File: config.mk
export PLATFORM = sky130hd
export DESIGN_NAME = adsr_envelope_ctrl
export DESIGN_NICKNAME = d
export VERILOG_FILES = /design/src/rtl/adsr_pkg.sv /design/src/rtl/env_tick_gen.sv /design/src/rtl/adsr_envelope_ctrl.sv
export SDC_FILE = /design/constraint.sdc
export NUM_CORES = 1
export LEC_CHECK = 0
export ABC_CLOCK_PERIOD_IN_PS = 4500
export CAP_MARGIN = 20
export CORE_ASPECT_RATIO = 0.75
export CORE_UTILIZATION = 40
export DETAILED_ROUTE_END_ITERATION = 10
export HOLD_SLACK_MARGIN = 0.05
export SLEW_MARGIN = 30
export SYNTH_ARGS = -nofsm -noshare
export SYNTH_HDL_FRONTEND = slang
export SYNTH_HIERARCHICAL = 1
export SYNTH_SLANG_ARGS = --single-unit
export TNS_END_PERCENT = 50
File: constraint.sdc
create_clock -name clk -period 4.5 [get_ports clk]
set_input_delay 0.9 -clock clk [delete_from_list [all_inputs] [get_ports clk]]
set_output_delay 0.9 -clock clk [all_outputs]
set_load 0.02 [all_outputs]
File: src/rtl/adsr_pkg.sv
// Shared definitions for the ADSR envelope controller: state encoding,
// default amplitude width and the saturating arithmetic used by the FSM.
package adsr_pkg;

    localparam int AMP_W_DEF   = 10;
    localparam int AMP_MAX_DEF = (1 << AMP_W_DEF) - 1;

    typedef enum logic [2:0] {
        ST_IDLE    = 3'd0,
        ST_ATTACK  = 3'd1,
        ST_DECAY   = 3'd2,
        ST_SUSTAIN = 3'd3,
        ST_RELEASE = 3'd4
    } state_t;

    // a + b clamped to lim; one extra bit keeps the carry visible
    function automatic logic [31:0] sat_add(input logic [31:0] a,
                                            input logic [31:0] b,
                                            input logic [31:0] lim);
        logic [32:0] sum;
        sum = {1'b0, a} + {1'b0, b};
        if (sum >= {1'b0, lim})
            return lim;
        return sum[31:0];
    endfunction

    // a - b clamped to lim from below; a start at or below lim snaps to lim
    function automatic logic [31:0] sat_sub(input logic [31:0] a,
                                            input logic [31:0] b,
                                            input logic [31:0] lim);
        if (a <= lim)
            return lim;
        if ((a - lim) <= b)
            return lim;
        return a - b;
    endfunction

endpackage

File: src/rtl/env_tick_gen.sv
// Free-running prescaler: one-clock tick strobe every CLKSPEED/TICK_HZ clocks.
module env_tick_gen #(
    parameter int CLKSPEED = 48_000_000,
    parameter int TICK_HZ  = 48_000
) (
    input  logic clk,
    input  logic rst,
    output logic tick_o
);

    localparam int DIV   = CLKSPEED / TICK_HZ;
    localparam int CNT_W = (DIV > 1) ? $clog2(DIV) : 1;
    localparam logic [CNT_W-1:0] LAST = CNT_W'(DIV - 1);

    logic [CNT_W-1:0] cnt_q;
    logic [CNT_W-1:0] cnt_d;

    assign tick_o = (cnt_q == LAST);

    // wrap to zero on the tick clock, otherwise count up
    always_comb begin
        cnt_d = tick_o ? '0 : cnt_q + CNT_W'(1);
    end

    // prescaler register
    always_ff @(posedge clk or posedge rst) begin
        if (rst)
            cnt_q <= '0;
        else
            cnt_q <= cnt_d;
    end

endmodule

File: src/rtl/adsr_envelope_ctrl.sv
// ADSR envelope controller: synchronises the player gate, detects note-on /
// note-off edges and steps the voice amplitude once per prescaled tick.
module adsr_envelope_ctrl
    import adsr_pkg::*;
#(
    parameter int CLKSPEED = 48_000_000,
    parameter int TICK_HZ  = 48_000,
    parameter int AMP_W    = AMP_W_DEF
) (
    input  logic             clk,
    input  logic             rst,
    input  logic             gate_in,
    input  logic [AMP_W-1:0] attack_step,
    input  logic [AMP_W-1:0] decay_step,
    input  logic [AMP_W-1:0] sustain_level,
    input  logic [AMP_W-1:0] release_step,
    output logic [AMP_W-1:0] amp_out,
    output logic             retrig,
    output logic             active,
    output logic [2:0]       state_out
);

    localparam logic [AMP_W-1:0] AMP_MAX = {AMP_W{1'b1}};

    logic             tick;
    logic             gate_s1_q, gate_s2_q, gate_s3_q;
    logic             rise, fall, fall_evt, legal;
    state_t           state_q, state_d;
    logic [AMP_W-1:0] amp_q, amp_d, amp_tick;
    logic             retrig_q, retrig_d;
    logic             active_q, active_d;

    env_tick_gen #(
        .CLKSPEED (CLKSPEED),
        .TICK_HZ  (TICK_HZ)
    ) u_tick (
        .clk    (clk),
        .rst    (rst),
        .tick_o (tick)
    );

    // two-flop synchroniser plus one history flop for edge detection
    always_ff @(posedge clk or posedge rst) begin
        if (rst) begin
            gate_s1_q <= 1'b0;
            gate_s2_q <= 1'b0;
            gate_s3_q <= 1'b0;
        end else begin
            gate_s1_q <= gate_in;
            gate_s2_q <= gate_s1_q;
            gate_s3_q <= gate_s2_q;
        end
    end

    assign rise     = gate_s2_q & ~gate_s3_q;
    assign fall     = ~gate_s2_q & gate_s3_q;
    assign legal    = (state_q <= ST_RELEASE);
    // note-off only matters while the note is still sounding
    assign fall_evt = fall & ((state_q == ST_ATTACK) || (state_q == ST_DECAY) ||
                              (state_q == ST_SUSTAIN));

    // amplitude the current state would move to on a tick
    always_comb begin
        amp_tick = '0;
        case (state_q)
            ST_ATTACK:  amp_tick = (attack_step == '0) ? AMP_MAX :
                            AMP_W'(sat_add(32'(amp_q), 32'(attack_step), 32'(AMP_MAX)));
            ST_DECAY:   amp_tick = (decay_step == '0) ? sustain_level :
                            AMP_W'(sat_sub(32'(amp_q), 32'(decay_step), 32'(sustain_level)));
            ST_SUSTAIN: amp_tick = sustain_level;
            ST_RELEASE: amp_tick = (release_step == '0) ? '0 :
                            AMP_W'(sat_sub(32'(amp_q), 32'(release_step), 32'd0));
            default:    amp_tick = '0;
        endcase
    end

    // state register together with the registered outputs
    always_ff @(posedge clk or posedge rst) begin
        if (rst) begin
            state_q  <= ST_IDLE;
            amp_q    <= '0;
            retrig_q <= 1'b0;
            active_q <= 1'b0;
        end else begin
            state_q  <= state_d;
            amp_q    <= amp_d;
            retrig_q <= retrig_d;
            active_q <= active_d;
        end
    end

    // next state: edges win over the tick, segment ends when its target is reached
    always_comb begin
        state_d = state_q;
        if (!legal) begin
            state_d = ST_IDLE;
        end else if (rise) begin
            state_d = ST_ATTACK;
        end else if (fall_evt) begin
            state_d = ST_RELEASE;
        end else if (tick) begin
            case (state_q)
                ST_ATTACK:  if (amp_tick == AMP_MAX)       state_d = ST_DECAY;
                ST_DECAY:   if (amp_tick == sustain_level) state_d = ST_SUSTAIN;
                ST_RELEASE: if (amp_tick == '0)            state_d = ST_IDLE;
                default:    state_d = state_q;
            endcase
        end
    end

    // outputs: amplitude only moves on an edge-free tick, retrig marks note-on
    always_comb begin
        amp_d    = amp_q;
        retrig_d = 1'b0;
        if (!legal)
            amp_d = '0;
        else if (rise)
            retrig_d = 1'b1;
        else if (!fall_evt && tick)
            amp_d = amp_tick;
        active_d = (state_d != ST_IDLE);
    end

    assign amp_out   = amp_q;
    assign retrig    = retrig_q;
    assign active    = active_q;
    assign state_out = state_q;

endmodule

# Yosys cells after proc, flatten, opt, wreduce, memory -nomap -nowiden
# Cells that the tools add are included.
dict set report op_classes {
  addsub 5
  eq_ne 9
  n_lt_le_gt_ge 6
  mux 40
  reduce_logical 10
  bitwise 5
}
# operator count
set op_table {}
lappend op_table {{2-to-1 mux 10 bit} 17}
lappend op_table {{logical NOT 10 bit} 4}
lappend op_table {{case mux 10 bit (4 select lines)} 1}
lappend op_table {{<= comparator 32 x 10 -> 1 bit} 1}
lappend op_table {{2-to-1 mux 3 bit} 7}
lappend op_table {{equality test 10 bit, second input constant} 2}
lappend op_table {{<= comparator 10 bit} 2}
lappend op_table {{subtractor 10 bit} 2}
lappend op_table {{2-to-1 mux 1 bit} 14}
lappend op_table {{adder 10 x 10 -> 11 bit} 1}
lappend op_table {{>= comparator 11 x 10 -> 1 bit, second input constant} 1}
lappend op_table {{subtractor 10 x 10 -> 11 bit} 1}
lappend op_table {{adder 10 x 1 -> 10 bit, second input constant} 1}
lappend op_table {{equality test 10 bit} 1}
lappend op_table {{<= comparator 10 x 1 -> 1 bit, second input constant} 1}
lappend op_table {{case mux 3 bit (3 select lines)} 1}
lappend op_table {{equality test 3 x 2 -> 1 bit, second input constant} 2}
lappend op_table {{AND 1 bit} 3}
lappend op_table {{equality test 3 x 1 -> 1 bit, second input constant} 1}
lappend op_table {{equality test 3 bit, second input constant} 1}
lappend op_table {{<= comparator 3 bit, second input constant} 1}
lappend op_table {{nonzero test 3 bit} 1}
lappend op_table {{logical OR 1 bit} 2}
lappend op_table {{inequality test 2 x 1 -> 1 bit, second input constant} 1}
lappend op_table {{5 further kinds} 6}
dict set report totals {
  elab_cells 83
  input_bits 43
  out_inout_bits 15
  reg_bits 28
}

# Logic depth before layout (Yosys ltp)
# Gate-level depths: netlist of run 1.
dict set report depth {
  ltp_word 17
  mapped_depth 19
  mapped_depth_nobuf 19
}

# By module
# Netlist of run 1, hierarchy kept.
# mod area_per_inst_um2 cells_each n_inst
set modules_own_cells {}
lappend modules_own_cells {adsr_envelope_ctrl 3902.5 516 1}
lappend modules_own_cells {env_tick_gen 506.7 47 1}

# Least setup slack after synthesis of run 1
# Ideal clock, no wire load.
dict set report synth_path {
  kind {input to register}
  from {in sustain_level[6]}
  to {reg active_q, in the netlist active}
  path_buffers 0
  t_arrival_ns 4.753
  setup_time_ns 0.133
  stages 19
  path_slack_ns -0.386
  required_ns 4.367
  path_cell_list {inv_1 > ha_1 > a2111oi_0 > inv_1 > o21ai_0 > o21bai_1 > a21oi_1 > xnor2_1 > ha_1 > a211oi_1 > o21ai_0 > a221o_1 > a22oi_1 > nor2_2 > nor2_1 > a21oi_1 > nor4_1 > a311o_1 > nand4bb_1}
}
dict set report synth_via {
  elab_chain_len 17
  word_cells_on_any_way 26
}
# element line
set synth_rtl {}
lappend synth_rtl {{from (decl)} adsr_envelope_ctrl.sv:15} ;# input logic [AMP_W-1:0] sustain_level,
lappend synth_rtl {{subtractor 10 x 10 -> 11 bit} adsr_pkg.sv:33} ;# if ((a - lim) <= b)
lappend synth_rtl {{<= comparator 32 x 10 -> 1 bit} adsr_pkg.sv:33}
lappend synth_rtl {{2-to-1 mux 1 bit (2 in a row)} adsr_pkg.sv:33}
lappend synth_rtl {{2-to-1 mux 1 bit} adsr_envelope_ctrl.sv:65} ;# case (state_q)
lappend synth_rtl {{2-to-1 mux 10 bit} adsr_pkg.sv:35} ;# return a - b;
lappend synth_rtl {{2-to-1 mux 10 bit} adsr_pkg.sv:33}
lappend synth_rtl {{2-to-1 mux 10 bit} adsr_envelope_ctrl.sv:68} ;# ST_DECAY: amp_tick = (decay_step == '0) ? sustain_level :
lappend synth_rtl {{case mux 10 bit (4 select lines)} adsr_envelope_ctrl.sv:65}
lappend synth_rtl {{equality test 10 bit, or another cell as far along} adsr_envelope_ctrl.sv:104} ;# ST_DECAY: if (amp_tick == sustain_level) state_d = ST_SUSTAIN;
lappend synth_rtl {{2-to-1 mux 3 bit, on equally long branches} {adsr_envelope_ctrl.sv:104, adsr_envelope_ctrl.sv:103, adsr_envelope_ctrl.sv:105}}
lappend synth_rtl {{case mux 3 bit (3 select lines) *} adsr_envelope_ctrl.sv:102} ;# case (state_q)
lappend synth_rtl {{2-to-1 mux 3 bit *} adsr_envelope_ctrl.sv:101} ;# end else if (tick) begin
lappend synth_rtl {{2-to-1 mux 3 bit *} adsr_envelope_ctrl.sv:99} ;# end else if (fall_evt) begin
lappend synth_rtl {{2-to-1 mux 3 bit *} adsr_envelope_ctrl.sv:97} ;# end else if (rise) begin
lappend synth_rtl {{2-to-1 mux 3 bit *} adsr_envelope_ctrl.sv:95} ;# if (!legal) begin
lappend synth_rtl {{nonzero test 3 bit *} adsr_envelope_ctrl.sv:121} ;# active_d = (state_d != ST_IDLE);
lappend synth_rtl {{named net active_d} adsr_envelope_ctrl.sv:31} ;# logic active_q, active_d;
lappend synth_rtl {{to (signal assigned)} adsr_envelope_ctrl.sv:88} ;# active_q <= active_d;
lappend synth_rtl {{to (decl)} adsr_envelope_ctrl.sv:31}
# Mark *: on every way through the listed nets, which the timed path passes. The rest lies on a longest branch. The select of a mux whose other input is x is not followed.
# A chain may end at the register's enable or synchronous reset.

# Final worst setup path of run 1
dict set report layout_path {
  from {in sustain_level[1]}
  to {reg state_q[0], in the netlist state_out[0]}
}
dict set report layout_via {
  elab_chain_len 16
  word_cells_on_any_way 25
}
# element line
set layout_rtl {}
lappend layout_rtl {{subtractor 10 x 10 -> 11 bit} adsr_pkg.sv:33}
lappend layout_rtl {{<= comparator 32 x 10 -> 1 bit} adsr_pkg.sv:33}
lappend layout_rtl {{2-to-1 mux 1 bit (2 in a row)} adsr_pkg.sv:33}
lappend layout_rtl {{2-to-1 mux 1 bit} adsr_envelope_ctrl.sv:65}
lappend layout_rtl {{2-to-1 mux 10 bit} adsr_pkg.sv:35}
lappend layout_rtl {{2-to-1 mux 10 bit} adsr_pkg.sv:33}
lappend layout_rtl {{2-to-1 mux 10 bit} adsr_envelope_ctrl.sv:68}
lappend layout_rtl {{case mux 10 bit (4 select lines)} adsr_envelope_ctrl.sv:65}
lappend layout_rtl {{equality test 10 bit, or another cell as far along} adsr_envelope_ctrl.sv:104}
lappend layout_rtl {{2-to-1 mux 3 bit, on equally long branches} {adsr_envelope_ctrl.sv:104, adsr_envelope_ctrl.sv:103, adsr_envelope_ctrl.sv:105}}
lappend layout_rtl {{case mux 3 bit (3 select lines) *} adsr_envelope_ctrl.sv:102}
lappend layout_rtl {{2-to-1 mux 3 bit *} adsr_envelope_ctrl.sv:101}
lappend layout_rtl {{2-to-1 mux 3 bit *} adsr_envelope_ctrl.sv:99}
lappend layout_rtl {{2-to-1 mux 3 bit *} adsr_envelope_ctrl.sv:97}
lappend layout_rtl {{2-to-1 mux 3 bit *} adsr_envelope_ctrl.sv:95}
lappend layout_rtl {{named net state_d[0]} adsr_envelope_ctrl.sv:28} ;# state_t state_q, state_d;
lappend layout_rtl {{to (signal assigned)} adsr_envelope_ctrl.sv:85} ;# state_q <= state_d;
lappend layout_rtl {{to (decl)} adsr_envelope_ctrl.sv:28}
# Marked as above.

==> results of run 1 <==
==> registers in the layout, indices dropped and copies added, names as in the netlist <==
signal	count
active	1
amp_out	10
gate_s1_q	1
gate_s2_q	1
gate_s3_q	1
retrig	1
state_out	3
u_tick/cnt_q	10
==> power breakdown <==
part | internal, mW | switching (mW)
clock | 0.177 | 0.0834
combinational | 0.251 | 0.276
sequential | 0.261 | 0.0184
total | 0.688 | 0.378
==> worst min-delay path by stage <==
| stage | start | to | slack (ns) | depth (start not counted) |
|---|---|---|---|---|
| 6_report | gate_s1_q | gate_s2_q | 0.39 | 0 |
| 4_1_cts | gate_s1_q | gate_s2_q | 0.40 | 0 |
| 2_1_floorplan | gate_s1_q | gate_s2_q | 0.33 | 0 |
| 3_5_place_dp | gate_s1_q | gate_s2_q | 0.38 | 0 |
| 5_1_grt | gate_s1_q | gate_s2_q | 0.41 | 0 |
| 3_3_place_gp | gate_s1_q | gate_s2_q | 0.37 | 0 |
==> logic make-up (layout without fill, tap and decap cells) <==
family | count (synthesis) | count (layout) | share of synthesized area (%)
AO/OA/AOI/OAI | 201 | 201 | 32.4
AND/OR/NAND/NOR | 191 | 191 | 25.0
buffers and inverters | 64 | 239 | 5.79
adder cells (fa/ha/maj) | 54 | 54 | 16.0
flip-flops | 28 | 28 | 15.9
XOR/XNOR | 24 | 24 | 4.77
multiplexers | 1 | 1 | 0.227
==> area by class of cell <==
class	count	area, um2
flip-flops and latches	28	701
clock inverters	1	30.0
repair buffers	182	1530
multi-input cells	471	3760
clock buffers	3	75.1
inverters	53	209
well taps	136	170
fillers	978	4020
==> placed cells by master, fill, tap and decap left out, types with 28 or more instances in the layout <==
| cell | synthesis | final |
|---|---|---|
| clkdlybuf4s50_1 | 0 | 49 |
| nand2_1 | 34 | 33 |
| dfrtp_1 | 28 | 28 |
| a21oi_1 | 37 | 31 |
| nor2_1 | 34 | 33 |
| buf_4 | 0 | 117 |
| o21ai_0 | 37 | 32 |
| ha_1 | 50 | 42 |
| inv_1 | 53 | 46 |
==> synthesized netlist by cell type, types with 14 or more instances <==
cell	instances
a21oi_1	37
xnor2_1	17
ha_1	50
nand3_1	18
inv_1	53
a21o_1	15
nor3_1	16
nand2_1	34
a211oi_1	14
o21ai_0	37
nor2_1	34
dfrtp_1	28
==> repair_timing <==
action	CTS	global route
gates resized for setup	73	21
buffers inserted	12	7
endpoints found under the setup margin	14	7
pin swaps	27	19
==> metrics by stage <==
step                power (mW)  instances
finish                    1.07        874
CTS                       1.04        867
detailed placement       0.745        851
floorplan                0.526        563
global route              1.12        874
global placement         0.740        851
==> layer usage <==
| metal | part of all wire [%] | up-vias |
|---|---|---|
| met5 | 0 | - |
| met1 | 46 | 2457 |
| met3 | 7.9 | 29 |
| met2 | 45 | 221 |
| li1 | - | 2501 |
| met4 | 1.9 | 0 |
==> critical path, stage by stage <==
cell      delay (ns)
buf_6           0.10
inv_4           0.05
ha_4            0.19
nor2b_4         0.12
o31a_1          0.35
buf_4           0.16
o21a_1          0.15
nor2_1          0.11
xnor2_1         0.14
ha_1            0.27
a21o_1          0.19
a21o_1          0.18
a221o_1         0.35
a22oi_2         0.32
nor2_4          0.11
nor2_4          0.15
buf_12          0.12
buf_6           0.09
a21oi_4         0.05
nor4_4          0.32
a311o_1         0.25
nand3b_1        0.10
==> flow_metrics.py, run 1 <==
metrics = {
    "die": {
        "chipHeight_um": 92.9,
        "dieArea_mm2": 0.0115,
        "die_x_um": 123,
        "rows": 32,
        "start_util_pct": 42.0,
        "coreArea_mm2": 0.0105,
        "boundaryPins": 58,
    },
    "worst_setup_path": {
        "cp-end-kind": "flop",
        "critPathLaunchType": "input port",
        "cp_max_fo": 5,
        "regToRegEndpoint": "state_out[0]",
        "cp_data_arrival_time_ns": 4.80,
        "timing.reg2reg.worst_path_depth": 20,
        "critical_path.startpoint": "sustain_level[1]",
        "worst_path_class_setup": "in -> reg",
        "setup.worst_path.end": "state_out[0]",
        "cp_data_required_time_ns": 4.63,
        "worstReg2RegStart": "amp_out[1]",
        "timing.reg2reg.setup_slack_ns": 0.03,
    },
    "timing": {
        "final-max-slew-violation-count": 0,
        "fin_hold_ws_ns": 0.392,
        "final_critical_path_setup_slack_ns": -0.161,
        "setup_viol_count_final": 3,
        "finalHoldViolations": 0,
        "timing.final.crit_share_pct": 104,
        "max_slew_margin_pct": 35.1,
        "setup_tns_final_ns": -0.372,
        "rsz0062_at_grt": "true",
        "timing.final.crit_period_ns": 4.66,
        "clock-skew-final_ns": 0.00270,
        "max_freq_mhz": 215,
        "slew_of_the_pin_with_the_lowest_slew_margin_ns": 0.968,
    },
    "cts": {
        "cts_tree": "yes",
        "tritoncts.num_buffers": 3,
        "cts.clk_slew.worst_paths_ns": 0.07,
        "htree_levels": 1,
        "cts-root-buf": "clkbuf_16",
        "hold_buffers": 0,
        "maximum_clock_path_buffer_count": 2,
        "worst_skew_pair.late_latency_ns": 0.26,
        "clock_sinks": 28,
    },
    "synthesis": {
        "synth.distinct_cells": 84,
        "asyncSetResetFlopFracSynth_pct": 100,
        "syn-cell-area_mm2": 0.00441,
        "ys.flop_type": "dfrtp_1",
        "synth_cells": 563,
        "yosys_warnings": 6,
        "synth_sequential_area_ratio_pct": 15.9,
        "syn_avg_cell_area_um2": 7.83,
        "synth_largest_area_cell": "dfrtp_1",
        "yosysTopAreaCellShare_pct": 15.9,
        "synth.net_count": 660,
        "netlist_top_cells_area": "dfrtp_1, ha_1, inv_1",
        "number_of_enable_type_register_cells_in_the_synthesized_netlist": 0,
        "synth-seq-cells": 28,
    },
    "global_routing": {
        "gr-usage-met2_pct": 49.4,
        "first_global_vias": 5029,
        "first_pass_grt_wire_length_mm": 26.3,
        "grt-ovfl-total": 0,
        "busiest_layer": "met2",
        "grt_antenna_before_repair": 0,
        "grt_max_degree": 19,
        "gr-usage-all-layers_pct": 30.3,
        "met1_usage_pct": 41.8,
        "globalRouteMet3Util_pct": 4.93,
    },
    "routing": {
        "detailedRoute.firstPassIterationCount": 5,
        "drt_first_iter_violations": 453,
        "drt_wl_total_mm": 17.1,
        "count_of_antenna_violating_nets_left_after_detailed_routing": 0,
        "via_count": 5208,
        "wl_per_cell_um": 19.6,
        "viasPerCell": 5.96,
        "post-route-drc-count": 0,
    },
    "power": {
        "powerDensity_mw_per_mm2": 165,
        "worst_ir_drop_vdd_mv": 0.142,
        "power_leakage_nw": 2.95,
    },
    "run_status": {
        "failing_checks": "negative setup slack",
        "status": "complete, but fails checks",
    },
    "final_layout": {
        "post-route-util_pct": 61.7,
        "final_layout_size_suffix_gt1_share_pct": 28.9,
        "design_area_mm2": 0.00647,
        "nNetsFinal": 836,
        "antenna_cells_inserted": 0,
        "areaGrowthSynthToFinish_pct": 46.7,
    },
    "placement": {
        "placement.setup.worst_slack_ns": -0.939,
        "detailed_place.area_mm2": 0.00594,
        "io_buffer_count": 57,
        "place_hpwl_mm": 13.9,
        "globalplace.congestion": 0.957,
    },
    "run": {
        "cap_violations": 0,
    },
    "hold_path": {
        "hold_path.class": "reg -> reg",
    },
}
Power figures use the tool's default switching activity.
==> run 2, diff against run 1 <==
CORE_UTILIZATION = 52   (was 40)
PLACE_DENSITY = 0.79   (was not set)
==> run 2 against run 1 <==
Against the previous run: the run still ends with negative setup slack left; routed wire length grew 9.9%; global-route usage grew 10 points; total power shrank 2.4%; critical path type unchanged; largest cell class unchanged; largest power group unchanged.
==> flow_metrics.py, run 2 (synthesized netlist as in run 1, its figures left out) <==
metrics = {
    "run_status": {
        "status": "complete, but fails checks",
        "failing_checks": "negative setup slack",
    },
    "worst_setup_path": {
        "cp_data_arrival_time_ns": 4.91,
        "timing.reg2reg.worst_path_depth": 21,
        "cpPeakStageDelay_ns": 0.40,
        "cp_max_fo": 4,
        "worst_path_class_setup": "in -> reg",
        "worstReg2RegStart": "amp_out[1]",
        "worstPathCellList": "buf_8 -> buf_6 -> fa_2 -> nand2b_4 -> a21oi_4 -> a21o_1 -> a21oi_2 -> xnor2_1 -> ha_1 -> nand4_1 -> buf_4 -> o21ai_2 -> a221o_1 -> a22oi_2 -> buf_12 -> nor2_4 -> buf_6 -> o21ai_4 -> a211oi_4 -> and4_1 -> a41oi_2 -> nand4bb_1",
        "cpMostUsedCell": "buf_6",
        "timing.reg2reg.setup_slack_ns": -0.07,
        "regToRegEndpoint": "active",
        "cp-end-kind": "flop",
        "critical_path.startpoint": "sustain_level[1]",
        "cp_data_required_time_ns": 4.64,
        "setup.worst_path.end": "active",
        "critPathSlowestCell": "fa_2",
        "cp_num_buf_inv": 5,
        "crit_cells": 22,
        "critPathLaunchType": "input port",
        "path_delay_family": "compound AO/OA/AOI/OAI gates",
    },
    "final_layout": {
        "mostFrequentLayoutCells": "buf_4, clkdlybuf4s50_1, inv_1",
        "nNetsFinal": 840,
        "final_layout_size_suffix_gt1_share_pct": 31.0,
        "design_area_mm2": 0.00653,
        "antenna_cells_inserted": 0,
        "areaGrowthSynthToFinish_pct": 48.1,
        "layout.cells.most_common": "buf_4",
        "finalNonFillerCells": 847,
    },
    "cts": {
        "cts-root-buf": "clkbuf_16",
        "maximum_clock_path_buffer_count": 2,
        "cts_tree": "yes",
        "tritoncts.num_buffers": 3,
        "cts.clk_slew.worst_paths_ns": 0.07,
        "hold_buffers": 0,
        "clock_sinks": 28,
        "worst_skew_pair.late_latency_ns": 0.26,
        "htree_levels": 1,
    },
    "timing": {
        "final_critical_path_setup_slack_ns": -0.270,
        "max_slew_margin_pct": 34.2,
        "timing.final.crit_share_pct": 106,
        "fin_hold_ws_ns": 0.392,
        "finalHoldViolations": 0,
        "final-max-slew-violation-count": 0,
        "setup_tns_final_ns": -0.684,
        "slew_of_the_pin_with_the_lowest_slew_margin_ns": 0.981,
        "rsz0062_at_grt": "true",
        "timing.final.crit_period_ns": 4.77,
        "clock-skew-final_ns": 0.00496,
        "setup_viol_count_final": 4,
        "max_freq_mhz": 210,
    },
    "die": {
        "start_util_pct": 54.7,
        "chipHeight_um": 81.7,
        "coreArea_mm2": 0.00806,
        "die_x_um": 108,
        "dieArea_mm2": 0.00886,
        "rows": 28,
        "boundaryPins": 58,
    },
    "power": {
        "power_leakage_nw": 2.98,
        "design_power_total_mw": 1.04,
        "powerDensity_mw_per_mm2": 159,
        "worst_ir_drop_vdd_mv": 0.213,
    },
    "routing": {
        "wl_per_cell_um": 22.2,
        "via_count": 5765,
        "drt_first_iter_violations": 813,
        "count_of_antenna_violating_nets_left_after_detailed_routing": 0,
        "detailedRoute.firstPassIterationCount": 5,
        "viasPerCell": 6.81,
        "post-route-drc-count": 0,
        "drt_wl_total_mm": 18.8,
    },
    "global_routing": {
        "grt_antenna_before_repair": 0,
        "grt_max_degree": 19,
        "first_global_vias": 5297,
        "first_pass_grt_wire_length_mm": 27.2,
        "gr-usage-all-layers_pct": 40.7,
        "grt-ovfl-total": 0,
    },
    "placement": {
        "globalplace.congestion": 1.03,
        "detailed_place.area_mm2": 0.00589,
        "place_hpwl_mm": 13.8,
        "place_inst": 817,
        "io_buffer_count": 57,
    },
    "run": {
        "cap_violations": 0,
    },
    "hold_path": {
        "min-delay-start": "gate_s1_q",
        "hold_path.class": "reg -> reg",
    },
}
[run 2: through the flow]
| stage | worst slack [ns] | util (%) |
|---|---|---|
| after floorplan | 0.0166 | - |
| after global placement | -0.726 | 73.2 |
| after detailed placement | -0.956 | 73.2 |
| after CTS | -0.0360 | 78.8 |
| after global routing | -0.418 | 81.0 |
| final | -0.270 | 81.0 |
[run 2: report_power, final]
group | internal (mW) | switching [mW] | total (mW)
logic | 0.248 | 0.294 | 0.542
registers | 0.261 | 0.0181 | 0.279
clock network | 0.136 | 0.0842 | 0.220
total | 0.645 | 0.396 | 1.04
[run 2: repair_timing]
action / CTS / global route
setup buffers: 21 / 7
pin swaps: 44 / 29
gates resized for setup: 84 / 28
setup endpoints to repair: 14 / 10
cloned: 0 / 0
[run 2: worst min path at each step]
stage,to,slack (ns),cells after the start
floorplan,gate_s2_q,0.33,0
global route,gate_s2_q,0.38,0
detailed placement,gate_s2_q,0.35,0
global placement,gate_s2_q,0.34,0
CTS,gate_s2_q,0.38,0
finish,gate_s2_q,0.39,0
[run 2: layer usage]
metal	track usage, %	vias to the layer above	part of all wire [%]
li1	-	2522	-
met1	50.9	2659	38
met2	70.5	450	45
met3	8.17	134	11
met4	13.9	0	5.9
met5	0	-	0
[run 2: final cells by class]
type / instances / area [um2]
clock buffer: 4 / 88.8
inverter: 53 / 209
sequential: 28 / 701
timing repair buffer: 186 / 1570
tap: 105 / 131
fill: 537 / 1530
multi-input combinational: 471 / 3830
[run 2: worst reg2reg max path: cells and delay by family, from the launching register on]
kind,cells,cell delay [ns]
buffers and inverters,4,0.64
AND/OR/NAND/NOR,5,1.01
flip-flops,1,0.53
adder cells (fa/ha/maj),2,0.74
AO/OA/AOI/OAI,9,1.42
XOR/XNOR,1,0.13
==> run 3, diff against run 2 <==
CORE_UTILIZATION = 55   (was 52)
DONT_BUFFER_PORTS = 1   (was not set)
PLACE_DENSITY = 0.73   (was 0.79)
SYNTH_HIERARCHICAL = not set   (was 1)
==> run 3 against run 2 <==
Against the previous run: the flow still finishes with violations (negative setup slack); register-to-register slack worse by 0.34 ns; clock skew about the same; global-route usage down 3.8 points; routed wire length down 22%; synthesized cell count down 3.0%; die area down 8.8%; clock-buffer cell count down 1; total power up 12%; core utilization down 13 points; largest power group unchanged.
==> flow_metrics.py, run 3 <==
metrics = {
    "timing": {
        "fin_hold_ws_ns": 0.355,
        "setup_tns_final_ns": -1.19,
        "max_slew_margin_pct": 41.4,
        "timing.final.crit_share_pct": 111,
        "final-max-slew-violation-count": 0,
        "clock-skew-final_ns": 0.00471,
        "max_freq_mhz": 200,
        "rsz0062_at_grt": "true",
        "finalHoldViolations": 0,
        "slew_of_the_pin_with_the_lowest_slew_margin_ns": 0.880,
        "setup_viol_count_final": 4,
        "final_critical_path_setup_slack_ns": -0.488,
        "timing.final.crit_period_ns": 4.99,
    },
    "routing": {
        "count_of_antenna_violating_nets_left_after_detailed_routing": 0,
        "wl_per_cell_um": 20.6,
        "detailedRoute.firstPassIterationCount": 5,
        "via_count": 4622,
        "drt_wl_total_mm": 14.6,
        "post-route-drc-count": 0,
        "drt_first_iter_violations": 384,
        "viasPerCell": 6.54,
    },
    "run_status": {
        "status": "complete, but fails checks",
        "failing_checks": "negative setup slack",
    },
    "placement": {
        "place_hpwl_mm": 11.9,
        "place_inst": 696,
        "globalplace.congestion": 1.01,
        "io_buffer_count": 0,
    },
    "synthesis": {
        "synth-seq-cells": 28,
        "netlist_top_cells_area": "dfrtp_1, ha_1, inv_1",
        "yosys_warnings": 0,
        "number_of_enable_type_register_cells_in_the_synthesized_netlist": 0,
        "ys.flop_type": "dfrtp_1",
        "syn_avg_cell_area_um2": 7.78,
        "synth_largest_area_cell": "dfrtp_1",
        "yosysTopAreaCellShare_pct": 16.5,
        "syn-cell-area_mm2": 0.00425,
        "synth.distinct_cells": 74,
        "synthTopCellsByCount": "ha_1, inv_1, nand2_1, a21oi_1, o21ai_0",
        "synth.net_count": 643,
        "synth_sequential_area_ratio_pct": 16.5,
        "synth_cells": 546,
        "asyncSetResetFlopFracSynth_pct": 100,
    },
    "global_routing": {
        "first_global_vias": 4381,
        "first_pass_grt_wire_length_mm": 22.3,
        "gr-usage-all-layers_pct": 36.9,
        "grt-ovfl-total": 0,
        "grt_antenna_before_repair": 0,
        "grt_max_degree": 29,
    },
    "run": {
        "cap_violations": 0,
    },
    "die": {
        "boundaryPins": 58,
        "start_util_pct": 57.4,
        "rows": 27,
        "dieArea_mm2": 0.00808,
        "chipHeight_um": 78.1,
        "coreArea_mm2": 0.00740,
        "die_x_um": 103,
    },
    "final_layout": {
        "antenna_cells_inserted": 0,
        "finalNonFillerCells": 707,
        "mostFrequentLayoutCells": "buf_4, inv_1, ha_1",
        "filler_cell_count": 638,
        "final_layout_size_suffix_gt1_share_pct": 18.5,
        "areaGrowthSynthToFinish_pct": 18.4,
        "nNetsFinal": 704,
        "layout.cells.most_common": "buf_4",
    },
    "worst_setup_path": {
        "regToRegEndpoint": "active",
        "cp_num_buf_inv": 1,
        "cp-end-kind": "flop",
        "worstReg2RegStart": "amp_out[1]",
        "cp_data_required_time_ns": 4.67,
        "worst_path_class_setup": "in -> reg",
        "path_delay_family": "compound AO/OA/AOI/OAI gates",
        "cp_max_fo": 8,
        "cpPeakStageDelay_ns": 0.38,
        "cp_data_arrival_time_ns": 5.15,
        "worstPathCellList": "clkinvlp_4 -> ha_4 -> a2111o_1 -> or2_4 -> a31o_4 -> a21oi_2 -> xnor2_1 -> ha_1 -> a211oi_2 -> o21ai_1 -> a221o_1 -> a21o_4 -> and2_4 -> mux2_1 -> o21ai_2 -> o21ai_0 -> nand4b_1 -> a211o_1 -> or3_1",
        "timing.reg2reg.worst_path_depth": 19,
        "crit_cells": 19,
        "critPathSlowestCell": "a2111o_1",
        "timing.reg2reg.setup_slack_ns": -0.41,
        "critPathLaunchType": "input port",
    },
    "cts": {
        "maximum_clock_path_buffer_count": 2,
        "clock_sinks": 28,
        "hold_buffers": 0,
        "htree_levels": 1,
        "worst_skew_pair.late_latency_ns": 0.28,
        "cts-root-buf": "clkbuf_8",
        "cts_tree": "yes",
        "cts.clk_slew.worst_paths_ns": 0.09,
        "tritoncts.num_buffers": 3,
    },
    "power": {
        "worst_ir_drop_vdd_mv": 0.447,
        "design_power_total_mw": 1.17,
        "powerDensity_mw_per_mm2": 232,
        "power_leakage_nw": 2.42,
    },
    "hold_path": {
        "min-delay-start": "gate_s1_q",
        "hold_path.class": "reg -> reg",
        "worst_hold_path_cell_count": 0,
        "whs_endpoint": "gate_s2_q",
    },
}
## run 3: cell count changes after synthesis, moves of 4 or more
cell       before  now
xor2_1          7   13
o2111ai_1       1    5
a211oi_1       14    9
nor3_1         16   12
nor3b_1         5    1
o211a_1         4    0
nor2_2          5    0
a31oi_1         7    2
nand4b_1        0    4
and2_1          2    6
nand2_1        34   45
nor4b_1         4    0
and3_1          4   12
## run 3: timing repair
item | in CTS | in global routing
buffers inserted | 5 | 2
endpoints found under the setup margin | 4 | 4
pin swaps | 5 | 5
resized for setup | 11 | 8
## run 3: cell type report
class | instances | area, um2 | share of cell area [%]
clock buffers | 3 | 41.3 | 0.821
clock inverters | 1 | 30.0 | 0.597
inverters | 50 | 194 | 3.86
multi-input cells | 457 | 3430 | 68.1
flip-flops and latches | 28 | 701 | 13.9
well taps | 101 | 126 | 2.51
repair buffers | 67 | 510 | 10.2
## run 3: cells by family after synthesis
group	Yosys count	share of synthesized area [%]
XOR/XNOR	30	6.19
AND/OR/NAND/NOR	202	26.3
flip-flops	28	16.5
adder cells (fa/ha/maj)	54	16.6
buffers and inverters	61	5.63
multiplexers	6	1.47
AO/OA/AOI/OAI	165	27.3
## run 3: worst max path at each step
| stage | startpoint | to | slack (ns) |
|---|---|---|---|
| 6_report | sustain_level[6] | active | -0.49 |
| 2_1_floorplan | sustain_level[6] | active | -0.62 |
| 3_5_place_dp | sustain_level[1] | active | -0.94 |
| 4_1_cts | sustain_level[6] | active | -0.48 |
| 5_1_grt | sustain_level[6] | active | -0.65 |
| 3_3_place_gp | sustain_level[1] | active | -0.78 |
## run 3: metrics by stage
stage | area (um2) | utilization (%) | worst slack, ns
6_report | 5030 | 68.0 | -0.488
4_1_cts | 4980 | 67.3 | -0.483
3_3_place_gp | 4830 | 65.3 | -0.784
2_1_floorplan | 4310 | - | -0.621
3_5_place_dp | 4830 | 65.3 | -0.942
5_1_grt | 5030 | 68.0 | -0.654
## run 3: per-layer routing
metal	GRT usage (%)	wire length (um)
met2	53.4	5770
met1	54.0	6770
met5	0	0
met3	7.93	1620
met4	11.7	415
## run 3: worst register-to-register path, cell delays in order, from the launching register on
cell,delay (ns)
dfrtp_1,0.53
ha_4,0.26
nor2b_4,0.12
o31a_1,0.29
or2_4,0.26
a31o_4,0.22
a21oi_2,0.12
xnor2_1,0.15
ha_1,0.29
a211oi_2,0.19
o21ai_1,0.08
a221o_1,0.30
a21o_4,0.26
and2_4,0.17
mux2_1,0.32
o21ai_2,0.21
o21ai_0,0.14
nand4b_1,0.22
a211o_1,0.30
or3_1,0.36
## run 3: power breakdown
group          switching (mW)  internal [mW]
Combinational           0.373          0.287
Sequential             0.0413          0.267
Clock                  0.0780          0.119
